==> src/rtl/mult_div_unit.sv <==
// Iterative multiply/divide unit: shift-add multiply and restoring divide on operand
// magnitudes, WIDTH iterations, followed by one sign-correction cycle.
module mult_div_unit #(
   parameter int WIDTH = 32,
   parameter int CNT_W = 6
) (
   input  logic             clock,
   input  logic             reset,
   input  logic             start,
   input  logic [1:0]       op,
   input  logic [WIDTH-1:0] a,
   input  logic [WIDTH-1:0] b,
   output logic [WIDTH-1:0] hi,
   output logic [WIDTH-1:0] lo,
   output logic             busy,
   output logic             done,
   output logic             div_zero
);

   typedef enum logic [2:0] {IDLE, CALC, FIX, DONE, DZ} stateT;

   stateT              state, stateNext;
   logic [1:0]         armSync;
   logic [CNT_W-1:0]   cnt;
   logic               isDiv, negLo, negHi;
   logic [WIDTH-1:0]   accReg, qReg, opB;

   logic               accept, lastIter, isSigned;
   logic [WIDTH-1:0]   aMag, bMag;
   logic [WIDTH:0]     mulSum, divShift, divTrial;
   logic [2*WIDTH-1:0] product, productFix;
   logic [WIDTH-1:0]   quotFix, remFix;

   assign isSigned = ~op[0];
   assign aMag     = (isSigned && a[WIDTH-1]) ? -a : a;
   assign bMag     = (isSigned && b[WIDTH-1]) ? -b : b;
   assign accept   = (state == IDLE) && start && armSync[1];
   assign lastIter = (cnt == CNT_W'(WIDTH - 1));

   // One iteration of each algorithm; {accReg, qReg} is the shared working pair.
   assign mulSum     = {1'b0, accReg} + (qReg[0] ? {1'b0, opB} : '0);
   assign divShift   = {accReg, qReg[WIDTH-1]};
   assign divTrial   = divShift - {1'b0, opB};
   assign product    = {accReg, qReg};
   assign productFix = negLo ? -product : product;
   assign quotFix    = negLo ? -qReg : qReg;
   assign remFix     = negHi ? -accReg : accReg;

   // Release of reset is walked through two flops before start can be accepted.
   always_ff @(posedge clock or negedge reset) begin
      if (!reset) begin
         armSync <= 2'b00;
      end else begin
         armSync <= {armSync[0], 1'b1};
      end
   end

   always_ff @(posedge clock or negedge reset) begin
      if (!reset) begin
         state <= IDLE;
      end else begin
         state <= stateNext;
      end
   end

   always_comb begin
      stateNext = state;
      busy      = 1'b0;
      case (state)
         IDLE: begin
            if (accept) begin
               stateNext = (op[1] && (b == '0)) ? DZ : CALC;
            end
         end
         CALC: begin
            busy = 1'b1;
            if (lastIter) begin
               stateNext = FIX;
            end
         end
         FIX: begin
            busy      = 1'b1;
            stateNext = DONE;
         end
         DONE: begin
            stateNext = IDLE;
         end
         DZ: begin
            busy      = 1'b1;
            stateNext = IDLE;
         end
         default: begin
            stateNext = IDLE;
         end
      endcase
   end

   always_ff @(posedge clock or negedge reset) begin
      if (!reset) begin
         cnt      <= '0;
         isDiv    <= 1'b0;
         negLo    <= 1'b0;
         negHi    <= 1'b0;
         accReg   <= '0;
         qReg     <= '0;
         opB      <= '0;
         hi       <= '0;
         lo       <= '0;
         done     <= 1'b0;
         div_zero <= 1'b0;
      end else begin
         // done/div_zero rise on the edge that leaves FIX or DZ.
         done     <= (state == FIX) || (state == DZ);
         div_zero <= (state == DZ);
         case (state)
            IDLE: begin
               if (accept) begin
                  cnt    <= '0;
                  isDiv  <= op[1];
                  negLo  <= isSigned && (a[WIDTH-1] ^ b[WIDTH-1]);
                  negHi  <= isSigned && a[WIDTH-1];
                  accReg <= '0;
                  qReg   <= aMag;
                  opB    <= bMag;
               end
            end
            CALC: begin
               cnt <= cnt + 1'b1;
               if (isDiv) begin
                  accReg <= divTrial[WIDTH] ? divShift[WIDTH-1:0] : divTrial[WIDTH-1:0];
                  qReg   <= {qReg[WIDTH-2:0], ~divTrial[WIDTH]};
               end else begin
                  accReg <= mulSum[WIDTH:1];
                  qReg   <= {mulSum[0], qReg[WIDTH-1:1]};
               end
            end
            FIX: begin
               if (isDiv) begin
                  hi <= remFix;
                  lo <= quotFix;
               end else begin
                  hi <= productFix[2*WIDTH-1:WIDTH];
                  lo <= productFix[WIDTH-1:0];
               end
            end
            default: begin
            end
         endcase
      end
   end

endmodule

==> config.mk <==
export PLATFORM = sky130hd
export DESIGN_NAME = mult_div_unit
export DESIGN_NICKNAME = d
export VERILOG_FILES = /design/src/rtl/mult_div_unit.sv
export SDC_FILE = /design/constraint.sdc
export NUM_CORES = 1
export LEC_CHECK = 0
export ABC_CLOCK_PERIOD_IN_PS = 9000
export BUFFER_PORTS_ARGS = -buffer_cell sky130_fd_sc_hd__buf_2
export CAP_MARGIN = 20
export CORE_MARGIN = 1.5
export CORE_UTILIZATION = 60
export CTS_CLUSTER_DIAMETER = 100
export DETAILED_ROUTE_END_ITERATION = 12
export PLACE_DENSITY = 0.79
export RECOVER_POWER = 50
export SKIP_CTS_REPAIR_TIMING = 1
export SLEW_MARGIN = 20
export SYNTH_ARGS = -nofsm -noshare
export SYNTH_HDL_FRONTEND = slang
export SYNTH_SLANG_ARGS = --single-unit
==> constraint.sdc <==
create_clock -name clock -period 9 [get_ports clock]
set_input_delay 2.25 -clock clock [delete_from_list [all_inputs] [get_ports clock]]
set_output_delay 2.25 -clock clock [all_outputs]
set_load 0.05 [all_outputs]
==> summary.md <==
For the post-layout instance count excluding filler cells, the log shows 2180. Vias after detailed routing: 13810. The mapped cell area came out at 14160 um^2.

Data on the critical path arrives at its endpoint at 5850 ps. After technology mapping, the gate count stands at 1787. The clock input transition at the sequential cells of the worst setup and hold paths came out at 80 ps. For this run, asynchronously set or reset flops after synthesis account for 100.0%. In this run the vertical extent of the chip is 156.7 um. In this run the tightest slew margin relative to its limit is -152.8%. The number of flip-flops and latches in the synthesized netlist is 176, and the net switching power is 2.617 mW. The run gives 0 as the hold violation count in the final report.

Traced cell by cell, the critical path runs through clkbuf_1 > buf_4. Power per cell area: 335.4 nW/um^2. The area growth from synthesis to layout is 9.866%. The final number of max-transition violations was 270; the cell count of the worst reg-to-reg path was 4. Worst hold-check path type: reg -> reg. Across the run, the number of max-cap violations was 4. The warning count from the yosys run came out at 0.

The worst setup path is captured at an async pin. The highest net fanout along the worst path was 64. In the layout the commonest cells are 245 x nand2_1, 226 x o21ai_0, 175 x dfrtp_1, 134 x buf_2, 116 x nor2_1. Routability-driven placement finished with a final weighted congestion of 1.006. The number of enable flip-flop cells after synthesis was 0. In this run the mean area of a mapped cell was 7.927 um^2. When the netlist entered floorplanning its net count stood at 1927. The tools report the die footprint as 24540 um^2. In this run, the number of DRC markers left after iteration 0 of detailed routing was 1389.

The tools report the HPWL reported at the end of detailed placement as 30.33 mm. Entering global routing, the biggest net connects 89 pins. In the final timing run, aggregate negative setup slack is 0 ps. IR analysis of the VDD net gives a maximum drop of 175.5 uV. Of the total power, the clock network draws 15.0%. The worst path uses 59.99% of the clock period. The floorplan step defined a core boundary enclosing 23330 um^2.

For hold timing, the worst endpoint is armSync[1]. The total number of nets in the final design was 1988. Ranked by total cell area, the synthesized netlist is headed by dfrtp_1 31%, o21ai_0 8.0%, nand2_1 6.5%, ha_1 6.1%, xnor2_1 5.8%.

The count of nets left with antenna violations once routing finished came out at 0. Based on the critical path, the design can be clocked at up to 185.2 MHz. For this configuration, the core starts out at a cell density of 60.71%. The tools report the clock insertion delay at the later pin of the skew report as 450 ps.

The peak per-stage delay on the critical path was 2610 ps. The clock passes through at most 2 buffers. The tools report the share of total power in combinational logic as 57.4%. In the final routed layout, each cell accounts on average for 18.76 um.

The cell with the largest stage delay on the worst path is clkbuf_1. Global routing used 33.87% of the available tracks. The floorplan has 56 rows. For the static leakage power, the log shows 6.758 nW. After detailed routing, the total wire length is 40.91 mm.

The global-route congestion overflow total was 0; the setup violation total in the final timing report was 0. The clock arrives with 12.90 ps of skew. The filler cells instantiated in the layout total 2029. The worst setup path is launched from an input pin.

Cell depth of the worst hold path: 0. The pre-antenna-repair detailed-routing pass consisted of 6 iterations. The critical path is of the in -> async type. The final critical-path required period was 5399 ps; the number of top-level pins was 136. Setup repair after global routing left no endpoint under its margin. From left edge to right edge, the die measures 156.7 um. Grouping stages by cell kind, the critical path spends the most delay in buffers and inverters.

TritonCTS built the clock tree. Number of CTS-inserted buffers: 17. For the remaining design rule violation count, the log shows 0.

The flow ran to the end, but the final reports show violations. The start point of the worst min-delay path is armSync[0]. The tools report the level count of the clock H-tree as 4. Clock tree synthesis selected as its root buffer the cell clkbuf_16. Net switching is 50.13% of the power. In the synthesized netlist the dominant register cell turns out to be dfrtp_1. The number of placed instances with taps included came out at 2148. The startpoint identified for the worst register-to-register timing path is state[0]. After synthesis, the largest area contributor takes up 31.09% of total cell area. The repair_antennas step left the layout with diodes totalling 0. The endpoint of the lowest-slack register-to-register path was hi[1]. Actual transition at the worst max-transition pin: 3791 ps.

The combined buffer and inverter count along the critical path was 2. The first-pass GRT wire length is 65.42 mm, and the utilization after layout is 66.70%. The number of different library cells used by synthesis comes to 70.

The final reports fail on capacitance limit, slew limit. The via density per instance was 6.334; the worst setup slack for register-to-register paths was 4050 ps. The biggest area contributor in the post-synthesis netlist is dfrtp_1. Number of global-route vias before repair: 12490.

The internal power of the cells was 2.603 mW. The most common library cell in the layout ignoring fill and taps is nand2_1. The post-route netlist has 10.80% of its cells at a drive strength greater than 1. The number of antenna violations at the first check in global routing came out at 0.

For this design, the sink count on the clock tree is 176. The sequential-to-total area share from yosys stat was 31.09%; the number of buffers inserted by port buffering was 135. For the worst setup path, the data required time is 9450 ps. The sequential share of power was 27.6%.
[power groups by stage]
stage / Sequential [mW] / Combinational, mW / Clock [mW]
floorplan: 1.19 / 2.38 / 0
global placement: 1.42 / 2.87 / 0
detailed placement: 1.43 / 2.90 / 0
CTS: 1.41 / 2.93 / 0.790
global route: 1.46 / 3.30 / 0.820
finish: 1.44 / 3.00 / 0.784
[metrics by stage]
step	power (mW)	instance area [um^2]	setup WS [ps]	hold slack, ps
finish	5.219	15560	3601	352.6
global route	5.575	15560	2858	367.7
CTS	5.132	15580	4549	353.3
detailed placement	4.328	14960	4121	334.7
global placement	4.286	14960	4220	334.0
floorplan	3.565	14160	4708	331.2
[cell families after synthesis]
family | share of synthesized area, %
AND/OR/NAND/NOR | 19.21
AO/OA/AOI/OAI | 24.46
flip-flops | 31.09
buffers and inverters | 4.646
XOR/XNOR | 10.26
adder cells (fa/ha/maj) | 6.378
multiplexers | 3.922
other | 0.02647
[flip-flops by register name (all words and copies together), names as in the netlist]
register,flops
cnt,6
accReg,32
state,3
isDiv,1
lo,32
opB,32
hi,32
qReg,32
div_zero,1
negHi,1
negLo,1
armSync,2
done,1
[cell type report]
class | count | area, um^2 | area share (%)
multi-input combinational | 1440 | 9130 | 58.67
sequential | 176 | 4408 | 28.32
timing repair buffer | 146 | 749.5 | 4.816
clock buffer | 17 | 425.4 | 2.734
tap | 319 | 399.1 | 2.565
inverter | 67 | 251.5 | 1.616
clock inverter | 15 | 198.9 | 1.278
[how the worst max path moves through the flow]
stage | startpoint | end | slack [ps] | depth (start not counted)
detailed placement | a[4] | qReg[30] | 4120 | 10
floorplan | a[4] | qReg[26] | 4710 | 9
CTS | a[4] | qReg[30] | 4550 | 10
global placement | a[4] | qReg[24] | 4220 | 10
global route | reset | isDiv | 2860 | 2
finish | reset | isDiv | 3600 | 2
[layer usage]
metal / up-vias / part of all wire [%] / track usage (%) / wire length (um)
met5: - / 0 / 0 / 0
met4: 0 / 3.3 / 12.65 / 1336
met3: 109 / 7.6 / 4.376 / 3123
met2: 638 / 43 / 52.34 / 17720
met1: 6513 / 46 / 48.44 / 18730
li1: 6549 / - / - / -
[cells in the mapped netlist (all sizes together), types with 25 or more instances]
| cell type | number |
|---|---|
| a21o | 27 |
| a21oi | 106 |
| clkbuf | 90 |
| dfrtp | 176 |
| ha | 69 |
| inv | 67 |
| mux2i | 51 |
| nand2 | 246 |
| nand3 | 40 |
| nor2 | 120 |
| nor3 | 35 |
| nor4 | 25 |
| o211ai | 39 |
| o21ai | 233 |
| xnor2 | 93 |
| xor2 | 73 |
Power figures use the tool's default switching activity.
